<file path="src/rtl/fismos_mem_arbiter_pkg.sv">
// Shared fismos definitions: arbiter state encoding, forced-completion pattern,
// timeout defaults and the core control register address.
package fismos_mem_arbiter_pkg;

  typedef enum logic [1:0] {
    ARB_IDLE   = 2'd0,
    ARB_GRANT0 = 2'd1,
    ARB_GRANT1 = 2'd2
  } arb_state_e;

  localparam logic [31:0] FISMOS_TIMEOUT_PATTERN          = 32'hDEAD_BEEF;
  localparam int unsigned FISMOS_TIMEOUT_CYCLES_DEFAULT   = 32'd255;
  localparam int unsigned FISMOS_TIMEOUT_CNT_W            = 32'd16;
  localparam logic [31:0] FISMOS_CONTROL_REGISTER_ADDRESS = 32'h0200_0000;

  function automatic logic [1:0] grant_onehot(input arb_state_e state);
    case (state)
      ARB_GRANT0: return 2'b01;
      ARB_GRANT1: return 2'b10;
      default:    return 2'b00;
    endcase
  endfunction

endpackage

</file>
<file path="src/rtl/fismos_mem_arbiter_rr_pick.sv">
// Two-way round-robin select: on a tie the requester that did not win last
// time is picked; a single requester is always picked.
module fismos_rr_pick (
  input  logic req0_i,
  input  logic req1_i,
  input  logic last_grant_i,
  output logic pick_valid_o,
  output logic pick_o
);

  // Select the winner among the currently valid requesters
  always_comb begin
    pick_valid_o = req0_i | req1_i;
    if (req0_i && req1_i) begin
      pick_o = ~last_grant_i;
    end else if (req1_i) begin
      pick_o = 1'b1;
    end else begin
      pick_o = 1'b0;
    end
  end

endmodule

</file>
<file path="src/rtl/fismos_mem_arbiter.sv">
// Two-requester native memory arbiter in front of the AXI adapter.
// Optional forced completion of stalled grants: define FISMOS_ARB_TIMEOUT_EN.
module fismos_mem_arbiter
  import fismos_mem_arbiter_pkg::*;
#(
  parameter int unsigned TIMEOUT_CYCLES = FISMOS_TIMEOUT_CYCLES_DEFAULT
) (
  input  logic        M_AXI_ACLK,
  input  logic        M_AXI_ARESETN,

  input  logic        s0_mem_valid,
  input  logic        s0_mem_instr,
  input  logic [31:0] s0_mem_addr,
  input  logic [31:0] s0_mem_wdata,
  input  logic [3:0]  s0_mem_wstrb,
  output logic        s0_mem_ready,
  output logic [31:0] s0_mem_rdata,

  input  logic        s1_mem_valid,
  input  logic        s1_mem_instr,
  input  logic [31:0] s1_mem_addr,
  input  logic [31:0] s1_mem_wdata,
  input  logic [3:0]  s1_mem_wstrb,
  output logic        s1_mem_ready,
  output logic [31:0] s1_mem_rdata,

  output logic        m_mem_valid,
  output logic        m_mem_instr,
  output logic [31:0] m_mem_addr,
  output logic [31:0] m_mem_wdata,
  output logic [3:0]  m_mem_wstrb,
  input  logic        m_mem_ready,
  input  logic [31:0] m_mem_rdata,

  output logic [1:0]  grant,
  output logic        timeout_err
);

  arb_state_e  state_q, state_d;
  logic        last_grant_q, last_grant_d;
  logic        pick_valid_s, pick_s;
  logic        timeout_hit_s;

  logic        sel1_s;
  logic        sel_valid_s;
  logic        sel_instr_s;
  logic [31:0] sel_addr_s;
  logic [31:0] sel_wdata_s;
  logic [3:0]  sel_wstrb_s;

  // The counter is 16 bits wide; larger limits would never be reached
  if (TIMEOUT_CYCLES > 32'd65535) begin : g_timeout_out_of_range
  end

  fismos_rr_pick u_rr_pick (
    .req0_i       (s0_mem_valid),
    .req1_i       (s1_mem_valid),
    .last_grant_i (last_grant_q),
    .pick_valid_o (pick_valid_s),
    .pick_o       (pick_s)
  );

  assign sel1_s      = (state_q == ARB_GRANT1);
  assign sel_valid_s = sel1_s ? s1_mem_valid : s0_mem_valid;
  assign sel_instr_s = sel1_s ? s1_mem_instr : s0_mem_instr;
  assign sel_addr_s  = sel1_s ? s1_mem_addr  : s0_mem_addr;
  assign sel_wdata_s = sel1_s ? s1_mem_wdata : s0_mem_wdata;
  assign sel_wstrb_s = sel1_s ? s1_mem_wstrb : s0_mem_wstrb;

  assign grant = grant_onehot(state_q);

`ifdef FISMOS_ARB_TIMEOUT_EN
  localparam logic [FISMOS_TIMEOUT_CNT_W-1:0] TIMEOUT_LIMIT =
    FISMOS_TIMEOUT_CNT_W'(TIMEOUT_CYCLES);

  logic [FISMOS_TIMEOUT_CNT_W-1:0] tmo_cnt_q, tmo_cnt_d;
  logic                            timeout_err_q, timeout_err_d;

  // Only a still-valid owner is force-completed; an aborted grant just ends
  assign timeout_hit_s = (state_q != ARB_IDLE) && sel_valid_s && (tmo_cnt_q == TIMEOUT_LIMIT);

  // Stall counter and sticky error next state
  always_comb begin
    tmo_cnt_d     = tmo_cnt_q;
    timeout_err_d = timeout_err_q | timeout_hit_s;
    if (state_q == ARB_IDLE) begin
      tmo_cnt_d = '0;
    end else if (!m_mem_ready) begin
      tmo_cnt_d = tmo_cnt_q + FISMOS_TIMEOUT_CNT_W'(1);
    end else begin
      tmo_cnt_d = tmo_cnt_q;
    end
  end

  // Stall counter and sticky error registers
  always_ff @(posedge M_AXI_ACLK) begin
    if (!M_AXI_ARESETN) begin
      tmo_cnt_q     <= '0;
      timeout_err_q <= 1'b0;
    end else begin
      tmo_cnt_q     <= tmo_cnt_d;
      timeout_err_q <= timeout_err_d;
    end
  end

  assign timeout_err = timeout_err_q;
`else
  assign timeout_hit_s = 1'b0;
  assign timeout_err   = 1'b0;
`endif

  // Arbitration next state and request/response routing
  always_comb begin
    state_d      = state_q;
    last_grant_d = last_grant_q;
    m_mem_valid  = 1'b0;
    m_mem_instr  = 1'b0;
    m_mem_addr   = 32'h0000_0000;
    m_mem_wdata  = 32'h0000_0000;
    m_mem_wstrb  = 4'h0;
    s0_mem_ready = 1'b0;
    s0_mem_rdata = 32'h0000_0000;
    s1_mem_ready = 1'b0;
    s1_mem_rdata = 32'h0000_0000;

    case (state_q)
      ARB_IDLE: begin
        if (pick_valid_s) begin
          state_d = pick_s ? ARB_GRANT1 : ARB_GRANT0;
        end else begin
          state_d = ARB_IDLE;
        end
      end

      ARB_GRANT0, ARB_GRANT1: begin
        if (timeout_hit_s) begin
          state_d      = ARB_IDLE;
          last_grant_d = sel1_s;
          if (sel1_s) begin
            s1_mem_ready = 1'b1;
            s1_mem_rdata = FISMOS_TIMEOUT_PATTERN;
          end else begin
            s0_mem_ready = 1'b1;
            s0_mem_rdata = FISMOS_TIMEOUT_PATTERN;
          end
        end else begin
          m_mem_valid = sel_valid_s;
          m_mem_instr = sel_instr_s;
          m_mem_addr  = sel_addr_s;
          m_mem_wdata = sel_wdata_s;
          m_mem_wstrb = sel_wstrb_s;
          // Gate with valid so an aborting owner never sees a completion
          if (sel1_s) begin
            s1_mem_ready = m_mem_ready & s1_mem_valid;
            s1_mem_rdata = m_mem_rdata;
          end else begin
            s0_mem_ready = m_mem_ready & s0_mem_valid;
            s0_mem_rdata = m_mem_rdata;
          end
          if (!sel_valid_s) begin
            state_d = ARB_IDLE;
          end else if (m_mem_ready) begin
            state_d      = ARB_IDLE;
            last_grant_d = sel1_s;
          end else begin
            state_d = state_q;
          end
        end
      end

      default: begin
        state_d = ARB_IDLE;
      end
    endcase
  end

  // Arbitration state and fairness history
  always_ff @(posedge M_AXI_ACLK) begin
    if (!M_AXI_ARESETN) begin
      state_q      <= ARB_IDLE;
      last_grant_q <= 1'b1;
    end else begin
      state_q      <= state_d;
      last_grant_q <= last_grant_d;
    end
  end

endmodule

</file>
<file path="config.mk">
export PLATFORM = sky130hd
export DESIGN_NAME = fismos_mem_arbiter
export DESIGN_NICKNAME = d
export VERILOG_FILES = /design/src/rtl/fismos_mem_arbiter_pkg.sv /design/src/rtl/fismos_mem_arbiter_rr_pick.sv /design/src/rtl/fismos_mem_arbiter.sv
export SDC_FILE = /design/constraint.sdc
export NUM_CORES = 1
export LEC_CHECK = 0
export CAP_MARGIN = 10
export CORE_AREA = 2 2 123 125
export DETAILED_ROUTE_END_ITERATION = 8
export DIE_AREA = 0 0 125 127
export MAX_ROUTING_LAYER = met4
export PLACE_DENSITY_LB_ADDON = 0.15
export SETUP_SLACK_MARGIN = 0.1
export SLEW_MARGIN = 0
export SYNTH_ARGS = -nofsm -noshare
export SYNTH_HDL_FRONTEND = slang
export SYNTH_SLANG_ARGS = --single-unit
</file>
<file path="constraint.sdc">
create_clock -name M_AXI_ACLK -period 3.7 [get_ports M_AXI_ACLK]
set_input_delay 0.37 -clock M_AXI_ACLK [delete_from_list [all_inputs] [get_ports M_AXI_ACLK]]
set_output_delay 0.37 -clock M_AXI_ACLK [all_outputs]
set_load 0.1 [all_outputs]
</file>
==> results.sh <==
export IMPL_place_inst=729
export IMPL_yosysWarnings=0
export IMPL_synth_fa_ha_area_frac=0.0251
export IMPL_ys_ff_latch=3
export IMPL_slew_headroom=0.247
export IMPL_yosys_area_top_type="mux2i_1"
export IMPL_clock_latency_ns=0.22
export IMPL_antenna_left=0
export IMPL_synth_edff_count=0
export IMPL_wl_per_cell_um=14.5
export IMPL_antenna_found_initial=0
export IMPL_drt_wl_total_mm=10.6
export IMPL_final_setup_worst_slack_ns=0.871
export IMPL_worstPathArrival_ns=2.46
export IMPL_synth_top_area_frac=0.362
export IMPL_synth_xor_area_share=0
export IMPL_status="completed"
export IMPL_vias=2839
export IMPL_syn_to_final_growth_pct=167
export IMPL_initial_core_util=0.138
export IMPL_ys_seq_area_frac=0.0302
export IMPL_hold_ws_ns=0.480
export IMPL_die_x_um=125
export IMPL_critical_path_required_ns=3.33
export IMPL_async_reset_ff_frac=0
export IMPL_setup_viol_count_final=0
export IMPL_vdd_ir_drop_worst_mv=0.173
export IMPL_drive_gt1_frac=0.268
export IMPL_synthTopCellsByArea="mux2i_1 (36%), nor2b_1 (22%), and2_1 (20%)"
export IMPL_synth_top_family_by_area="simple AND/OR/NAND/NOR gates"
export IMPL_cts_buffers=3
export IMPL_rsz0062_at_grt="false"
export IMPL_grt_pass1_vias=2883
export IMPL_fin_cells=733
export IMPL_yosysUniqueCellTypes=22
export IMPL_ios=314
export IMPL_place_area_um2=5250
export IMPL_cts_tree="built"
export IMPL_layout_nets=729
export IMPL_cts_setup_buffers=0
export IMPL_synth_mux_area_frac=0.362
export IMPL_drt_iter0_drc=31
export IMPL_finalInstanceArea_um2=5330
export IMPL_start_kind="register"
export IMPL_fin_crit_ns=2.83
export IMPL_hold_viol_final=0
export IMPL_nFillCells=1499
export IMPL_cts_clk_slew_worst_paths_ns=0.03
export IMPL_grt_max_degree=79
export IMPL_tns_ns=0
export IMPL_clock_sinks=3
export IMPL_fmax_ghz=0.354
export IMPL_syn_inst=255
export IMPL_synth_compound_area_frac=0.0107
export IMPL_finalMaxSlewViolations=0
export IMPL_antennaDiodeCount=0
export IMPL_htreeDepth=1
export IMPL_synth_common_cells="mux2i_1 (72), nor2b_1 (70), and2_1 (64), clkbuf_1 (13), buf_12 (6)"
export IMPL_syn_cell_area_um2=1990
export IMPL_skew_ns=0.000537
export IMPL_cts_repair_resized=0
export IMPL_synth_most_common_cell="mux2i_1"
export IMPL_cap_violations=0
export IMPL_drtPass1Iterations=5
export IMPL_drc=0
export IMPL_row_count=44
export IMPL_clockRootBuffer="clkbuf_16"
export IMPL_endpoint_kind="output port"
export IMPL_ys_flop_type="dfxtp_1"
export IMPL_power_leakage_nw=2.17
export IMPL_dieHeight_um=127
export IMPL_worst_slew_pin_transition_ns=1.13
export IMPL_synth_simple_area_share=0.455
export IMPL_period_share=0.765
export IMPL_critical_path_class="register to output port"
export IMPL_gr_total_overflow=0
export IMPL_die_area_um2=15900
export IMPL_hold_path_class="register to register"
export IMPL_cts_hold_buf=0
export IMPL_syn_num_nets=434
export IMPL_power_density_nw_per_um2=323
export IMPL_grt_pass1_wl_mm=15.3
export IMPL_gp_congestion=0.798
export IMPL_avgSynthCellArea_um2=7.81
export IMPL_dp_hpwl_mm=8.93
export IMPL_cp_max_fo=78
export IMPL_clk_path_buf_depth=2
export IMPL_grt_usage=0.124
export IMPL_io_buffers=312
export IMPL_pre_cts_ws_ns=1.05
export IMPL_viasPerCell=3.87
export IMPL_core_area_um2=14400
-- layout by cell type (no fill, tap or decap) --
cell             synthesis  final
clkdlybuf4s50_1          0    175
buf_4                    3    106
mux2i_1                 72     72
nor2b_1                 70     70
and2_1                  64     64
buf_12                   6     34
nand2_1                  4      4
inv_1                    3      3
clkbuf_16                0      3
dfxtp_1                  3      3
ha_1                     4      2
nor2b_4                  1      1
and4_1                   1      1
and3_1                   1      1
nand3_1                  1      1
o21ai_0                  1      1
o211ai_1                 1      1
o2111ai_1                1      1
nor3b_2                  1      1
nand4_1                  1      1
ha_2                     0      1
ha_4                     0      1
conb_1                   1      1
clkbuf_1                13      1
-- through the flow --
step	total power [W]	util
6_report	0.00172	0.369
5_1_grt	0.00177	0.369
4_1_cts	0.00174	0.369
3_5_place_dp	0.00156	0.364
3_3_place_gp	0.00156	0.364
2_1_floorplan	0.00108	-
-- worst max-delay path, cell delays in order (launching register included) --
cell and delay (ns):
dfxtp_1 0.31, inv_1 0.14, ha_4 0.91, buf_4 0.35, mux2i_1 0.09, nor2b_1 0.12, buf_4 0.30
-- final cells by class --
type,count,area [um^2],share of cell area
well taps,184,230,0.0432
clock buffers,4,78.8,0.0148
multi-input cells,224,1720,0.322
flip-flops and latches,3,60.1,0.0113
repair buffers,315,3230,0.606
inverters,3,11.3,0.00211
-- path summary, 6_finish.rpt --
path,from,to,slack (ns),depth (start not counted)
worst min register to register,state_q[0],state_q[0],0.48,2
worst max-delay path,state_q[0],m_mem_wdata[3],0.87,6
worst max register to register,state_q[1],state_q[1],1.74,5
worst min-delay path,state_q[0],state_q[0],0.48,2
-- flip-flops by register name (all words and copies together), names as in the netlist --
register and cells:
last_grant_q 1, state_q 2
-- layer usage --
metal / vias up / GRT usage / routed length (um)
li1: 1416 / - / -
met1: 1236 / 0.119 / 3710
met2: 178 / 0.254 / 5920
met3: 9 / 0.0289 / 925
met5: - / - / 0
met4: 0 / 0.0196 / 93
-- power by group --
| part | internal [W] | total, W | switching (W) |
|---|---|---|---|
| sequential | 0.0000348 | 0.0000369 | 0.00000203 |
| combinational | 0.000481 | 0.00151 | 0.00103 |
| clock | 0.000142 | 0.000173 | 0.0000310 |
| total | 0.000658 | 0.00172 | 0.00106 |
-- cell families (layout without fill, tap and decap cells) --
family | count (synthesis) | count (layout)
AND/OR/NAND/NOR | 144 | 144
multiplexers | 72 | 72
buffers and inverters | 28 | 322
adder cells (fa/ha/maj) | 4 | 4
AO/OA/AOI/OAI | 3 | 3
flip-flops | 3 | 3
other | 1 | 1
(Power assumes the default switching activity.)
